===== config.mk =====
export PLATFORM = sky130hd
export DESIGN_NAME = mem_stage
export DESIGN_NICKNAME = d
export VERILOG_FILES = /design/src/rtl/mem_stage_pkg.sv /design/src/rtl/mem_stage_load_align.sv /design/src/rtl/mem_stage.sv
export SDC_FILE = /design/constraint.sdc
export NUM_CORES = 1
export LEC_CHECK = 0
export CAP_MARGIN = 0
export CORE_AREA = 5 5 200 202
export CTS_BUF_LIST = sky130_fd_sc_hd__clkbuf_16
export CTS_CLUSTER_DIAMETER = 120
export CTS_CLUSTER_SIZE = 12
export DETAILED_ROUTE_END_ITERATION = 8
export DIE_AREA = 0 0 205 207
export HOLD_SLACK_MARGIN = 0.05
export MAX_ROUTING_LAYER = met4
export PLACE_DENSITY_LB_ADDON = 0.15
export SLEW_MARGIN = 10
export SYNTH_ARGS = -nofsm -noshare
export SYNTH_HDL_FRONTEND = slang
export SYNTH_SLANG_ARGS = --single-unit
export TNS_END_PERCENT = 30

===== constraint.sdc =====
create_clock -name clk -period 3.3 [get_ports clk]
set_clock_uncertainty 0.1 [all_clocks]
set_input_delay 0.33 -clock clk [delete_from_list [all_inputs] [get_ports clk]]
set_output_delay 0.33 -clock clk [all_outputs]
set_load 0.02 [all_outputs]

===== src/rtl/mem_stage_pkg.sv =====
// Shared definitions for the memory-access stage: bus widths, field offsets,
// CSR sideband layout and exception codes.
package mem_stage_pkg;

  localparam int EXE_TO_MEM_BUS_WD = 78;
  localparam int MEM_TO_WB_BUS_WD  = 70;
  localparam int CSR_BUS_WD        = 113;

  // Execute-to-memory bus field positions
  localparam int BUS_PC_LSB     = 0;
  localparam int BUS_ALU_LSB    = 32;
  localparam int BUS_DEST_LSB   = 64;
  localparam int BUS_GR_WE      = 69;
  localparam int BUS_LOAD_OP    = 70;
  localparam int BUS_LU12I_W    = 71;
  localparam int BUS_SIGNED_OPT = 72;
  localparam int BUS_LDTYPE_LSB = 73;

  // CSR/exception sideband field positions. The named fields occupy the low
  // 102 bits; bits [112:102] are spare and travel through untouched.
  localparam int CSR_SUBECODE_LSB = 0;
  localparam int CSR_ECODE_LSB    = 9;
  localparam int CSR_EX           = 15;
  localparam int CSR_ERTN         = 16;
  localparam int CSR_WMASK_LSB    = 17;
  localparam int CSR_WVALUE_LSB   = 49;
  localparam int CSR_CSR_WE       = 81;
  localparam int CSR_RD_LSB       = 82;
  localparam int CSR_NUM_LSB      = 87;
  localparam int CSR_RD_WE        = 101;

  // Exception codes
  localparam logic [5:0] ECODE_ALE = 6'h09;

  // One-hot load type, ordered as it sits on the bus
  typedef struct packed {
    logic ld_b;
    logic ld_bu;
    logic ld_h;
    logic ld_hu;
    logic ld_w;
  } ld_type_t;

endpackage


===== src/rtl/mem_stage_load_align.sv =====
// Combinational load alignment: picks the byte/halfword/word out of the raw
// SRAM word using the low address bits and extends it to 32 bits.
module mem_stage_load_align
  import mem_stage_pkg::*;
(
  input  logic [1:0]  addr,
  input  ld_type_t    ld_type,
  input  logic        sign_ext,
  input  logic [31:0] raw_word,
  output logic [31:0] result
);

  logic [7:0]  byte_sel;
  logic [15:0] half_sel;

  // Select the addressed byte and halfword; addr[0] is ignored for halfwords
  always_comb begin
    byte_sel = raw_word[7:0];
    case (addr)
      2'd0: byte_sel = raw_word[7:0];
      2'd1: byte_sel = raw_word[15:8];
      2'd2: byte_sel = raw_word[23:16];
      2'd3: byte_sel = raw_word[31:24];
      default: byte_sel = raw_word[7:0];
    endcase
    half_sel = addr[1] ? raw_word[31:16] : raw_word[15:0];
  end

  // Extend the selected piece according to the load type
  always_comb begin
    result = '0;
    if (ld_type.ld_b || ld_type.ld_bu) begin
      result = {{24{sign_ext & byte_sel[7]}}, byte_sel};
    end else if (ld_type.ld_h || ld_type.ld_hu) begin
      result = {{16{sign_ext & half_sel[15]}}, half_sel};
    end else if (ld_type.ld_w) begin
      result = raw_word;
    end
  end

endmodule


===== src/rtl/mem_stage.sv =====
// Memory-access pipeline stage: latches the execute bus and CSR sideband,
// holds SRAM read data across write-back stalls, aligns loads and presents
// the forwarding view of the resident instruction.
module mem_stage
  import mem_stage_pkg::*;
(
  input  logic                         clk,
  input  logic                         resetn,
  input  logic                         exe_to_mem_valid,
  input  logic [EXE_TO_MEM_BUS_WD-1:0] exe_to_mem_bus,
  input  logic [CSR_BUS_WD-1:0]        csr_in,
  input  logic [31:0]                  badv_in,
  output logic                         mem_allowin,
  input  logic [31:0]                  data_sram_rdata,
  input  logic                         wb_allowin,
  input  logic                         wb_flush,
  output logic                         mem_to_wb_valid,
  output logic [MEM_TO_WB_BUS_WD-1:0]  mem_to_wb_bus,
  output logic [CSR_BUS_WD-1:0]        csr_out,
  output logic [31:0]                  badv_out,
  output logic                         mem_ex_flag,
  output logic                         gr_we_mem,
  output logic [4:0]                   dest_mem,
  output logic [31:0]                  forward_data_mem
);

  logic                         mem_valid_q, mem_valid_d;
  logic [EXE_TO_MEM_BUS_WD-1:0] bus_q, bus_d;
  logic [CSR_BUS_WD-1:0]        csr_q, csr_d;
  logic [31:0]                  badv_q, badv_d;
  logic [31:0]                  rdata_buf_q, rdata_buf_d;
  logic                         buf_valid_q, buf_valid_d;

  logic        accept;
  ld_type_t    ld_type;
  logic        signed_opt;
  logic        lu12i_w;
  logic        load_op;
  logic        gr_we;
  logic [4:0]  dest;
  logic [31:0] alu_result;
  logic [31:0] pc;
  logic        csr_rd_we;
  logic [4:0]  csr_rd;
  logic        csr_ex;
  logic        csr_ertn;
  logic        sign_ext;
  logic [31:0] ld_data;
  logic [31:0] aligned_load;
  logic [31:0] final_result;

  // Handshake: this stage always finishes in one cycle
  always_comb begin
    mem_allowin     = !mem_valid_q || wb_allowin;
    mem_to_wb_valid = mem_valid_q && !wb_flush;
    accept          = exe_to_mem_valid && mem_allowin;
  end

  // Next-state for valid, latched buses and the read-data buffer
  always_comb begin
    mem_valid_d = mem_valid_q;
    bus_d       = bus_q;
    csr_d       = csr_q;
    badv_d      = badv_q;
    rdata_buf_d = rdata_buf_q;
    buf_valid_d = buf_valid_q;

    if (wb_flush) begin
      mem_valid_d = 1'b0;
    end else if (mem_allowin) begin
      mem_valid_d = exe_to_mem_valid;
    end

    if (accept) begin
      bus_d  = exe_to_mem_bus;
      csr_d  = csr_in;
      badv_d = badv_in;
    end

    // SRAM data is only present on the first resident cycle; if write-back
    // stalls then, keep a copy. mem_allowin low implies a stalled resident.
    if (wb_flush || mem_allowin) begin
      buf_valid_d = 1'b0;
    end else if (!buf_valid_q) begin
      buf_valid_d = 1'b1;
      rdata_buf_d = data_sram_rdata;
    end
  end

  // Stage registers with asynchronous active-low reset
  always_ff @(posedge clk or negedge resetn) begin
    if (!resetn) begin
      mem_valid_q <= 1'b0;
      bus_q       <= '0;
      csr_q       <= '0;
      badv_q      <= '0;
      rdata_buf_q <= '0;
      buf_valid_q <= 1'b0;
    end else begin
      mem_valid_q <= mem_valid_d;
      bus_q       <= bus_d;
      csr_q       <= csr_d;
      badv_q      <= badv_d;
      rdata_buf_q <= rdata_buf_d;
      buf_valid_q <= buf_valid_d;
    end
  end

  // Unpack the latched bus and sideband fields
  always_comb begin
    ld_type    = ld_type_t'(bus_q[BUS_LDTYPE_LSB +: 5]);
    signed_opt = bus_q[BUS_SIGNED_OPT];
    lu12i_w    = bus_q[BUS_LU12I_W];
    load_op    = bus_q[BUS_LOAD_OP];
    gr_we      = bus_q[BUS_GR_WE];
    dest       = bus_q[BUS_DEST_LSB +: 5];
    alu_result = bus_q[BUS_ALU_LSB +: 32];
    pc         = bus_q[BUS_PC_LSB +: 32];
    csr_rd_we  = csr_q[CSR_RD_WE];
    csr_rd     = csr_q[CSR_RD_LSB +: 5];
    csr_ex     = csr_q[CSR_EX];
    csr_ertn   = csr_q[CSR_ERTN];
  end

  // Signedness comes from the load type; a full word has nothing to extend,
  // so signed_option cannot alter ld_w results.
  always_comb begin
    sign_ext = ld_type.ld_b || ld_type.ld_h || (signed_opt && ld_type.ld_w);
    ld_data  = buf_valid_q ? rdata_buf_q : data_sram_rdata;
  end

  mem_stage_load_align u_load_align (
    .addr     (alu_result[1:0]),
    .ld_type  (ld_type),
    .sign_ext (sign_ext),
    .raw_word (ld_data),
    .result   (aligned_load)
  );

  // Result selection and outgoing buses; lu12i_w is never a load, its
  // upper-immediate value already sits in alu_result
  always_comb begin
    final_result     = (load_op && !lu12i_w) ? aligned_load : alu_result;
    mem_to_wb_bus    = {gr_we && !csr_ex, dest, final_result, pc};
    badv_out         = badv_q;
    csr_out          = csr_q;
    csr_out[CSR_RD_WE]  = csr_q[CSR_RD_WE]  && mem_valid_q;
    csr_out[CSR_CSR_WE] = csr_q[CSR_CSR_WE] && mem_valid_q;
    csr_out[CSR_ERTN]   = csr_ertn && mem_valid_q;
    csr_out[CSR_EX]     = csr_ex && mem_valid_q;
    mem_ex_flag      = mem_valid_q && (csr_ex || csr_ertn);
    gr_we_mem        = mem_valid_q && (gr_we || csr_rd_we);
    dest_mem         = mem_valid_q ? (csr_rd_we ? csr_rd : dest) : 5'd0;
    forward_data_mem = mem_valid_q ? final_result : 32'd0;
  end

endmodule


# [Word level (Yosys, flattened, before mapping)]
# Index checks and enable logic that the tools add are counted.
[totals] regBits=257 out_inout_bits=256 wordCells=49
[classes] n_eq_ne=3 mux=13 n_bitwise=2 n_reduce_logical=25
[op_table] operator="two-way mux 32 bit" count=6
[op_table] operator="case mux 8 bit (4 select lines)" count=1
[op_table] operator="two-way mux 16 bit" count=1
[op_table] operator="logical AND 1 bit" count=11
[op_table] operator="two-way mux 5 bit" count=2
[op_table] operator="logical OR 1 bit" count=8
[op_table] operator="equality test 2 bit, second input constant" count=2
[op_table] operator="logical NOT 1 bit" count=4
[op_table] operator="two-way mux 1 bit" count=3
[op_table] operator="AND 1 bit" count=2
[op_table] operator="equality test 2 x 1 -> 1 bit, second input constant" count=1
[op_table] operator="logical NOT 2 bit" count=1
[op_table] operator="nonzero test 2 bit" count=1

# [Logic depth before layout (Yosys ltp)]
# Gate-level depths: netlist of the first run.
[logic_depth] ltp_word=7 depth_mapped=8 ltp_nobuf=5

# [By module]
# Synthesis of the first run repeated with hierarchy kept, for this count alone.
[unflattened] cells_unflattened=941 hier_area_um2=12690.9
[modules_own_cells] mod="mem_stage" n_inst=1 cells_each=820 area_per_inst_um2=11785.1 seq_area_each_um2=6431.2
[modules_own_cells] mod="mem_stage_load_align" n_inst=1 cells_each=121 area_per_inst_um2=905.9 seq_area_each_um2=0.0

# [Worst setup path before layout of the first run]
# Ideal clock, no wire load.
[synth_timing] kind="register to output" startpoint="reg bus_q[75]" endpoint="out forward_data_mem[31]" arrival_ns=2.389 required_ns=2.870 path_slack_ns=0.481 path_stages_with_launch=9 cell_sequence="dfrtp_1 > clkbuf_1 > or3b_2 > clkbuf_1 > clkbuf_1 > nor2_1 > a21oi_1 > o31ai_1 > and2_1"
[synth_via] elab_chain_len=7
[synth_lines] item="from (decl)" line_no="mem_stage.sv:28" rtl="logic [EXE_TO_MEM_BUS_WD-1:0] bus_q, bus_d;"
[synth_lines] item="from (signal assigned)" line_no="mem_stage.sv:101" rtl="bus_q <= bus_d;"
[synth_lines] item="logical OR 1 bit (2 in series)" line_no="mem_stage.sv:128" rtl="sign_ext = ld_type.ld_b || ld_type.ld_h || (signed_opt && ld_type.ld_w);"
[synth_lines] item="AND 1 bit" line_no="mem_stage_load_align.sv:35" rtl="result = {{16{sign_ext & half_sel[15]}}, half_sel};"
[synth_lines] item="two-way mux 32 bit" line_no="mem_stage_load_align.sv:34" rtl="end else if (ld_type.ld_h || ld_type.ld_hu) begin"
[synth_lines] item="two-way mux 32 bit *" line_no="mem_stage_load_align.sv:32" rtl="if (ld_type.ld_b || ld_type.ld_bu) begin"
[synth_lines] item="two-way mux 32 bit *" line_no="mem_stage.sv:143" rtl="final_result = (load_op && !lu12i_w) ? aligned_load : alu_result;"
[synth_lines] item="named net mem_to_wb_bus[63]" line_no="mem_stage.sv:18" rtl="output logic [MEM_TO_WB_BUS_WD-1:0] mem_to_wb_bus,"
[synth_lines] item="two-way mux 32 bit *" line_no="mem_stage.sv:154" rtl="forward_data_mem = mem_valid_q ? final_result : 32'd0;"
[synth_lines] item="to (decl)" line_no="mem_stage.sv:24" rtl="output logic [31:0] forward_data_mem"
# Mark *: on every way through the listed nets, which the timed path passes. The rest lies on a longest branch.

# [Worst setup path in the final report of the first run]
[layout_timing] startpoint="reg buf_valid_q" endpoint="out forward_data_mem[22]"
[layout_via] elab_chain_len=7
[layout_lines] item="from (decl)" line_no="mem_stage.sv:32" rtl="logic buf_valid_q, buf_valid_d;"
[layout_lines] item="from (signal assigned)" line_no="mem_stage.sv:105" rtl="buf_valid_q <= buf_valid_d;"
[layout_lines] item="two-way mux 32 bit *"
[layout_lines] item="two-way mux 16 bit" line_no="mem_stage_load_align.sv:26" rtl="half_sel = addr[1] ? raw_word[31:16] : raw_word[15:0];"
[layout_lines] item="AND 1 bit" line_no="mem_stage_load_align.sv:35"
[layout_lines] item="two-way mux 32 bit" line_no="mem_stage_load_align.sv:34"
[layout_lines] item="two-way mux 32 bit *" line_no="mem_stage_load_align.sv:32"
[layout_lines] item="two-way mux 32 bit *" line_no="mem_stage.sv:143"
[layout_lines] item="two-way mux 32 bit *" line_no="mem_stage.sv:154"
# Mark *: on every way between the ends. The rest lies on a longest branch, timed or not.

==> results of run 1 <==
per-stage QoR:
| stage | area (um2) | instances | hold slack (ns) |
|---|---|---|---|
| after CTS | 18000 | 1884 | 0.269 |
| after global routing | 17900 | 1891 | 0.271 |
| after global placement | 17300 | 1851 | 0.292 |
| after detailed placement | 17300 | 1851 | 0.291 |
| after floorplan | 12500 | 989 | -0.0656 |
| final | 17900 | 1892 | 0.301 |
logic make-up after synthesis:
logic type,after synthesis
AO/OA/AOI/OAI,91
buffers and inverters,202
flip-flops,257
multiplexers,295
AND/OR/NAND/NOR,144
power by group through the flow:
stage	clock (mW)	sequential [mW]	combinational, mW
6_report	2.54	3.85	2.88
5_1_grt	2.77	3.91	3.07
4_1_cts	2.66	3.85	2.94
3_5_place_dp	0	3.90	2.99
3_3_place_gp	0	3.89	2.98
2_1_floorplan	0	3.88	1.73
cells in the final DEF, fill, tap and decap left out, types with 25 or more instances in the layout:
master / count
sky130_fd_sc_hd__a21oi_1: 41
sky130_fd_sc_hd__and2_1: 30
sky130_fd_sc_hd__clkbuf_16: 25
sky130_fd_sc_hd__clkbuf_2: 30
sky130_fd_sc_hd__clkdlybuf4s50_1: 454
sky130_fd_sc_hd__dfrtp_1: 255
sky130_fd_sc_hd__dlygate4sd2_1: 28
sky130_fd_sc_hd__mux2_2: 246
sky130_fd_sc_hd__mux2i_1: 38
sky130_fd_sc_hd__nor2_1: 56
layout make-up:
cell class,count,area [um2],area share (%)
Sequential cell,257,6430,35.9
Tap cell,518,648,3.62
Clock inverter,3,21.3,0.119
Clock buffer,25,626,3.50
Timing Repair Buffer,549,5360,29.9
Multi-Input combinational cell,530,4790,26.7
Inverter,2,7.51,0.0419
Antenna cell,8,20.0,0.112
cells in the mapped netlist, types with 2 or more instances:
cell type	instances	area share, %
sky130_fd_sc_hd__nor3_1	2	0.080
sky130_fd_sc_hd__nor2b_1	8	0.40
sky130_fd_sc_hd__a2bb2oi_1	7	0.49
sky130_fd_sc_hd__mux2i_1	39	3.1
sky130_fd_sc_hd__nand2b_1	2	0.10
sky130_fd_sc_hd__mux2_2	246	22
sky130_fd_sc_hd__inv_1	2	0.060
sky130_fd_sc_hd__a21oi_1	42	1.7
sky130_fd_sc_hd__a21oi_4	2	0.26
sky130_fd_sc_hd__buf_1	5	0.15
sky130_fd_sc_hd__clkbuf_1	28	0.84
sky130_fd_sc_hd__o221ai_1	6	0.42
sky130_fd_sc_hd__a21o_1	4	0.24
sky130_fd_sc_hd__and2_1	30	1.5
sky130_fd_sc_hd__mux4_2	9	1.6
sky130_fd_sc_hd__nand3_1	4	0.16
sky130_fd_sc_hd__nand2_1	23	0.69
sky130_fd_sc_hd__or2_2	4	0.20
sky130_fd_sc_hd__buf_6	2	0.18
sky130_fd_sc_hd__nor2_1	59	1.8
sky130_fd_sc_hd__nor3b_1	6	0.36
sky130_fd_sc_hd__o32a_1	2	0.16
sky130_fd_sc_hd__dfrtp_1	257	51
sky130_fd_sc_hd__buf_4	146	8.8
sky130_fd_sc_hd__o21ai_0	3	0.12
sky130_fd_sc_hd__o21a_1	3	0.18
sky130_fd_sc_hd__o31ai_2	10	1.0
sky130_fd_sc_hd__buf_2	19	0.76
sky130_fd_sc_hd__o31ai_1	5	0.30
final timing paths:
check / endpoint / cells past startpoint
max: forward_data_mem[22] / 7
min: rdata_buf_q[3] / 2
max reg2reg: csr_q[9] / 4
min reg2reg: csr_q[81] / 1
max in group asynchronous: csr_q[67] / 3
min in group clk: bus_q[72] / 2
state kept, by name, indices dropped and copies added (netlist names):
name and cells:
bus_q 78, badv_out 32, buf_valid_q 1, csr_q 113
mem_valid_q 1, rdata_buf_q 32
critical path: cells and delay by family, from the launching register on:
family / cells / cell delay [ns]
and+or+nand+nor: 1 / 0.15
DFF: 1 / 0.49
muxes: 2 / 0.92
buffers and inverters: 2 / 0.48
AOI/OAI and AO/OA: 2 / 0.25
repair_timing:
action | CTS | global route
hold endpoints to repair | 81 | 0
resized for setup | 79 | 58
pin swaps | 1 | 0
hold buffers | 1 | 0
setup buffers | 4 | 0
setup endpoints to repair | 63 | 38
layer usage:
| metal | GRT usage [%] | vias up | wire [um] |
|---|---|---|---|
| li1 | - | 4045 | - |
| met1 | 22.2 | 4357 | 15700 |
| met2 | 33.4 | 314 | 21300 |
| met3 | 6.40 | 42 | 3700 |
| met4 | 4.16 | 0 | 709 |
| met5 | - | - | 0 |
==> reports/metrics.cfg, run 1 <==
[logic_synthesis]
synth_simple_gate_area_share_pct = 5.62
synthesis.area_per_instance_um2 = 12.7
synthesis.yosys.warnings = 0
yosys-mux-area-fraction_pct = 27.0
fraction_of_the_mapped_netlist_area_in_adder_cells_pct = 0
synth_nets = 1249
synth-async-reset-ratio_pct = 100
compound_gate_portion_of_the_synthesized_area_pct = 5.31
combinational_family_with_the_most_area_after_synthesis = multiplexers
post_synthesis_sequential_element_count = 257
ys_seq_area_share_pct = 51.4
synthesis.instances = 989
synth_enable_flop_cells = 0
post_synth_num_cell_types = 43
ys.flop_type = sky130_fd_sc_hd__dfrtp_1
syn_area_um2 = 12500
synthXorXnorAreaFrac_pct = 0

[grt]
number_of_global_route_vias_before_repair = 9468
grt_antenna_before_repair = 7
grt_max_degree = 86
global_route_wire_length_before_repair_um = 61400
globalRouteOverflowTotal = 0
groute.usage.overall_pct = 19.4

[floorplan]
start_util_pct = 32.9
num_rows = 72
fp.dieH_um = 207
dieArea_um2 = 42400
floorplan.die.width_um = 205
core_region_area_um2 = 38100
boundaryPins = 516

[timing]
fin_crit_ns = 3.26
fin_setup_tns_ns = 0
worst_slew_pin_slew_ns = 0.728
slew_viol_final = 0
fmax_mhz = 307
fin_ws_ns = 0.0375
timing.final.setup_violations = 0
unrepaired_setup_endpoints_after_global_routing = true
final.period_utilization_pct = 98.9
hold_violations = 0
slew_headroom_pct = 51.5

[run_status]
outcome = finished, final reports clean

[placed_design]
routabilityCongestion = 0.842
detailedPlacementHpwl_um = 32200
buffer_ports.inserted = 515
dpl_worst_slack_ns = 0.0512

[worst_setup_path]
critPathKind = register to primary output
critical_path_required_ns = 2.87
path_cells = mux2_2, mux4_2, a21oi_4, buf_12, o31ai_2, and2_1, dlygate4sd2_1
startpoint = buf_valid_q
cp_slowest_stage_delay_ns = 0.55
r2r-start = mem_valid_q
critPathSlowestCell = sky130_fd_sc_hd__mux4_2
worst_setup_path_end_kind = primary output
critical_path_peak_fanout = 15
worst_setup_slack_for_register_to_register_paths_ns = 0.92
timing.critical_path.from_type = register
arrival_ns = 2.83

[clock_tree]
clkSinkCount = 257
clk_root_buffer_cell = sky130_fd_sc_hd__clkbuf_16
clock_tree_from_tritoncts = built
inserted_clock_buffers = 25
cts_max_path_buffers = 3
clkLatencyLatePin_ns = 0.53
clkSlewWorstSetupHoldPaths_ns = 0.07
htreeDepth = 1

[power_and_ir_drop]
cellLeakagePower_nw = 7.28
internal_power_mw = 6.41
clock_power_share_pct = 27.4
p_total_mw = 9.28
power.density_cell_area_nw_per_um2 = 518
swShare_pct = 31.0
total_switching_power_mw = 2.87
pwr-share-comb_pct = 31.1
sequentialPowerShare_pct = 41.5
vdd_ir_drop_max_mv = 0.409

[routing]
first_pass_iters = 4
antenna_violating_nets_post_route = 0
detail_route.vias_per_cell = 4.63
vias = 8758
drt-wirelength-per-cell_um = 21.9
postRouteWirelength_um = 41400
drt_drc_violations_left = 0
drt_iter0_markers = 325

[cells_and_area]
finish.net_count = 1625
fillers = 3555
layout.core_utilization_pct = 47.0
area.growth.synth_to_final_pct = 43.0
share_of_post_route_cells_with_drive_strength_above_1_pct = 27.5

[worst_hold_path]
hold_class = input pin to asynchronous set/reset pin

[flow_run]
max-cap-violations = 0

(Power assumes the default switching activity.)
==> inputs of run 2 (changes only) <==
clock period = 3.5 ns   (was 3.3 ns; I/O delays follow)
==> run 2 against run 1 <==
  * First-iteration DRC count is 15% lower
  * Clock power is 5% lower
  * Flip-flop and latch count stayed put
  * Global-route usage hardly changed
  * Die area stayed put
  * Via count is 0.63% higher
  * Critical endpoint is now mem_to_wb_bus[49]
==> reports/metrics.cfg, run 2 (same netlist as run 1, synthesis figures left out) <==
[cells_and_area]
finish.net_count = 1625  ; unchanged
reg_top3 = csr_q: 113 flops, bus_q: 78 flops  ; unchanged
share_of_post_route_cells_with_drive_strength_above_1_pct = 25.3  ; was 27.5%
layout.cells.most_common = sky130_fd_sc_hd__clkdlybuf4s50_1  ; unchanged
top_register = csr_q  ; unchanged
area.growth.synth_to_final_pct = 44.7  ; was 43.0%
final_cell_mix = sky130_fd_sc_hd__clkdlybuf4s50_1 (478), sky130_fd_sc_hd__dfrtp_1 (254), sky130_fd_sc_hd__mux2_2 (246), sky130_fd_sc_hd__nor2_1 (57), sky130_fd_sc_hd__a21oi_1 (42)  ; was sky130_fd_sc_hd__clkdlybuf4s50_1 (454), sky130_fd_sc_hd__dfrtp_1 (255), sky130_fd_sc_hd__mux2_2 (246), sky130_fd_sc_hd__nor2_1 (56), sky130_fd_sc_hd__a21oi_1 (41)
fillers = 3511  ; was 3555
largest_register_ffs = 113  ; unchanged

[clock_tree]
inserted_clock_buffers = 25  ; unchanged
clkLatencyLatePin_ns = 0.54  ; was 0.53 ns
clock_tree_from_tritoncts = built  ; unchanged
clkSinkCount = 257  ; unchanged
cts_max_path_buffers = 3  ; unchanged
htreeDepth = 1  ; unchanged
clk_root_buffer_cell = sky130_fd_sc_hd__clkbuf_16  ; unchanged
clkSlewWorstSetupHoldPaths_ns = 0.07  ; about the same

[timing]
slew_headroom_pct = 47.6  ; was 51.5%
fmax_mhz = 292
hold_violations = 0  ; unchanged
worst_slew_pin_slew_ns = 0.786  ; was 0.728 ns
slew_viol_final = 0  ; unchanged
fin_crit_ns = 3.42
fin_ws_ns = 0.0799  ; was 0.0375 ns
timing.final.setup_violations = 0  ; unchanged
final.period_utilization_pct = 97.7

[placed_design]
dpl_worst_slack_ns = 0.161  ; was 0.0512 ns
buffer_ports.inserted = 515  ; unchanged
routabilityCongestion = 0.832  ; was 0.842
detailedPlacementHpwl_um = 32300  ; was 32200 um

[worst_setup_path]
arrival_ns = 2.97  ; was 2.83 ns
critical_path_required_ns = 3.05  ; was 2.87 ns
worst_setup_path_end_kind = primary output  ; unchanged
critPathKind = register to primary output  ; unchanged
critical_path_peak_fanout = 15  ; unchanged
timing.critical_path.from_type = register  ; unchanged

[worst_hold_path]
hold_class = input pin to register  ; was input pin to asynchronous set/reset pin

[grt]
grt_antenna_before_repair = 6  ; was 7
grt_max_degree = 97  ; was 86
globalRouteOverflowTotal = 0  ; unchanged
globalRouteMet2Util_pct = 33.8  ; was 33.4%
global_route_wire_length_before_repair_um = 61400  ; about the same
number_of_global_route_vias_before_repair = 9500  ; was 9468
grtUsageMet3_pct = 5.90  ; was 6.40%
top_usage_layer = met2  ; unchanged
groute.usage.overall_pct = 19.4  ; about the same
grt_util_met1_pct = 21.9  ; was 22.2%

[floorplan]
num_rows = 72  ; unchanged
fp.dieH_um = 207  ; unchanged
start_util_pct = 32.9  ; unchanged
dieArea_um2 = 42400  ; unchanged
boundaryPins = 516  ; unchanged
floorplan.die.width_um = 205  ; unchanged
core_region_area_um2 = 38100  ; unchanged

[routing]
detail_route.vias_per_cell = 4.66  ; was 4.63
first_pass_iters = 5  ; was 4
postRouteWirelength_um = 41500  ; was 41400 um
drt_drc_violations_left = 0  ; unchanged
vias = 8813  ; was 8758
antenna_violating_nets_post_route = 0  ; unchanged
drt-wirelength-per-cell_um = 22.0  ; was 21.9 um
drt_iter0_markers = 276  ; was 325

[power_and_ir_drop]
p_total_mw = 8.83  ; was 9.28 mW
cellLeakagePower_nw = 7.44  ; was 7.28 nW
power.density_cell_area_nw_per_um2 = 488  ; was 518 nW/um2
vdd_ir_drop_max_mv = 0.405  ; was 0.409 mV

[run_status]
outcome = finished, final reports clean  ; unchanged

[flow_run]
max-cap-violations = 0  ; unchanged

==> run 2: where the power goes <==
| part | internal [mW] | total (mW) | switching [mW] |
|---|---|---|---|
| clock | 1.27 | 2.41 | 1.14 |
| combinational | 1.45 | 2.78 | 1.32 |
| sequential | 3.38 | 3.64 | 0.257 |
==> run 2: metal layers <==
layer / vias up / part of all wire (%) / wire length, um
met4: 0 / 2.6 / 1070
met2: 322 / 51 / 21300
met5: - / 0 / 0
met3: 49 / 8.0 / 3320
met1: 4417 / 38 / 15800
li1: 4025 / - / -
==> run 2: final timing paths <==
kind,from,end,slack [ns],cells after the start
worst max-delay path,buf_valid_q,mem_to_wb_bus[49],0.08,6
worst min-delay path,exe_to_mem_bus[20],bus_q[20],0.32,2
worst max register to register,mem_valid_q,csr_q[110],0.83,4
worst min register to register,bus_q[26],bus_q[26],0.40,1
max in group asynchronous,resetn,csr_q[103],2.06,3
min in group asynchronous,resetn,rdata_buf_q[3],0.35,2
==> run 2: timing repair <==
| item | 4_1_cts | 5_1_grt |
|---|---|---|
| buffers inserted | 3 | 0 |
| gates cloned | 1 | 0 |
| endpoints found under the setup margin | 34 | 16 |
| hold buffers | 1 | 0 |
| pin swaps | 1 | 0 |
| hold endpoints to repair | 91 | 0 |
| resized for setup | 28 | 15 |
==> run 2: worst max-delay path: stages (launching register included) <==
cell	delay, ns
sky130_fd_sc_hd__dfrtp_2	0.49
sky130_fd_sc_hd__mux2_1	0.35
sky130_fd_sc_hd__mux4_2	0.56
sky130_fd_sc_hd__a21oi_4	0.18
sky130_fd_sc_hd__buf_12	0.17
sky130_fd_sc_hd__o31ai_1	0.10
sky130_fd_sc_hd__clkdlybuf4s50_1	0.57
==> run 2: layout make-up <==
| type | instances | area [um2] | share of cell area [%] |
|---|---|---|---|
| Antenna cell | 6 | 15.0 | 0.0829 |
| Clock buffer | 25 | 626 | 3.45 |
| Clock inverter | 3 | 32.5 | 0.180 |
| Inverter | 2 | 7.51 | 0.0415 |
| Multi-Input combinational cell | 530 | 4770 | 26.4 |
| Sequential cell | 257 | 6430 | 35.5 |
| Tap cell | 518 | 648 | 3.58 |
| Timing Repair Buffer | 549 | 5570 | 30.8 |
==> run 2: per-stage QoR <==
stage / util, % / instance area, um2 / hold WS, ns / TNS, ns / std cells
2_1_floorplan: - / 12500 / -0.0456 / 0 / 989
3_3_place_gp: 45.5 / 17300 / 0.354 / 0 / 1851
3_5_place_dp: 45.5 / 17300 / 0.349 / 0 / 1851
4_1_cts: 47.4 / 18100 / 0.277 / 0 / 1884
5_1_grt: 47.5 / 18100 / 0.287 / -0.00515 / 1890
6_report: 47.5 / 18100 / 0.318 / 0 / 1890
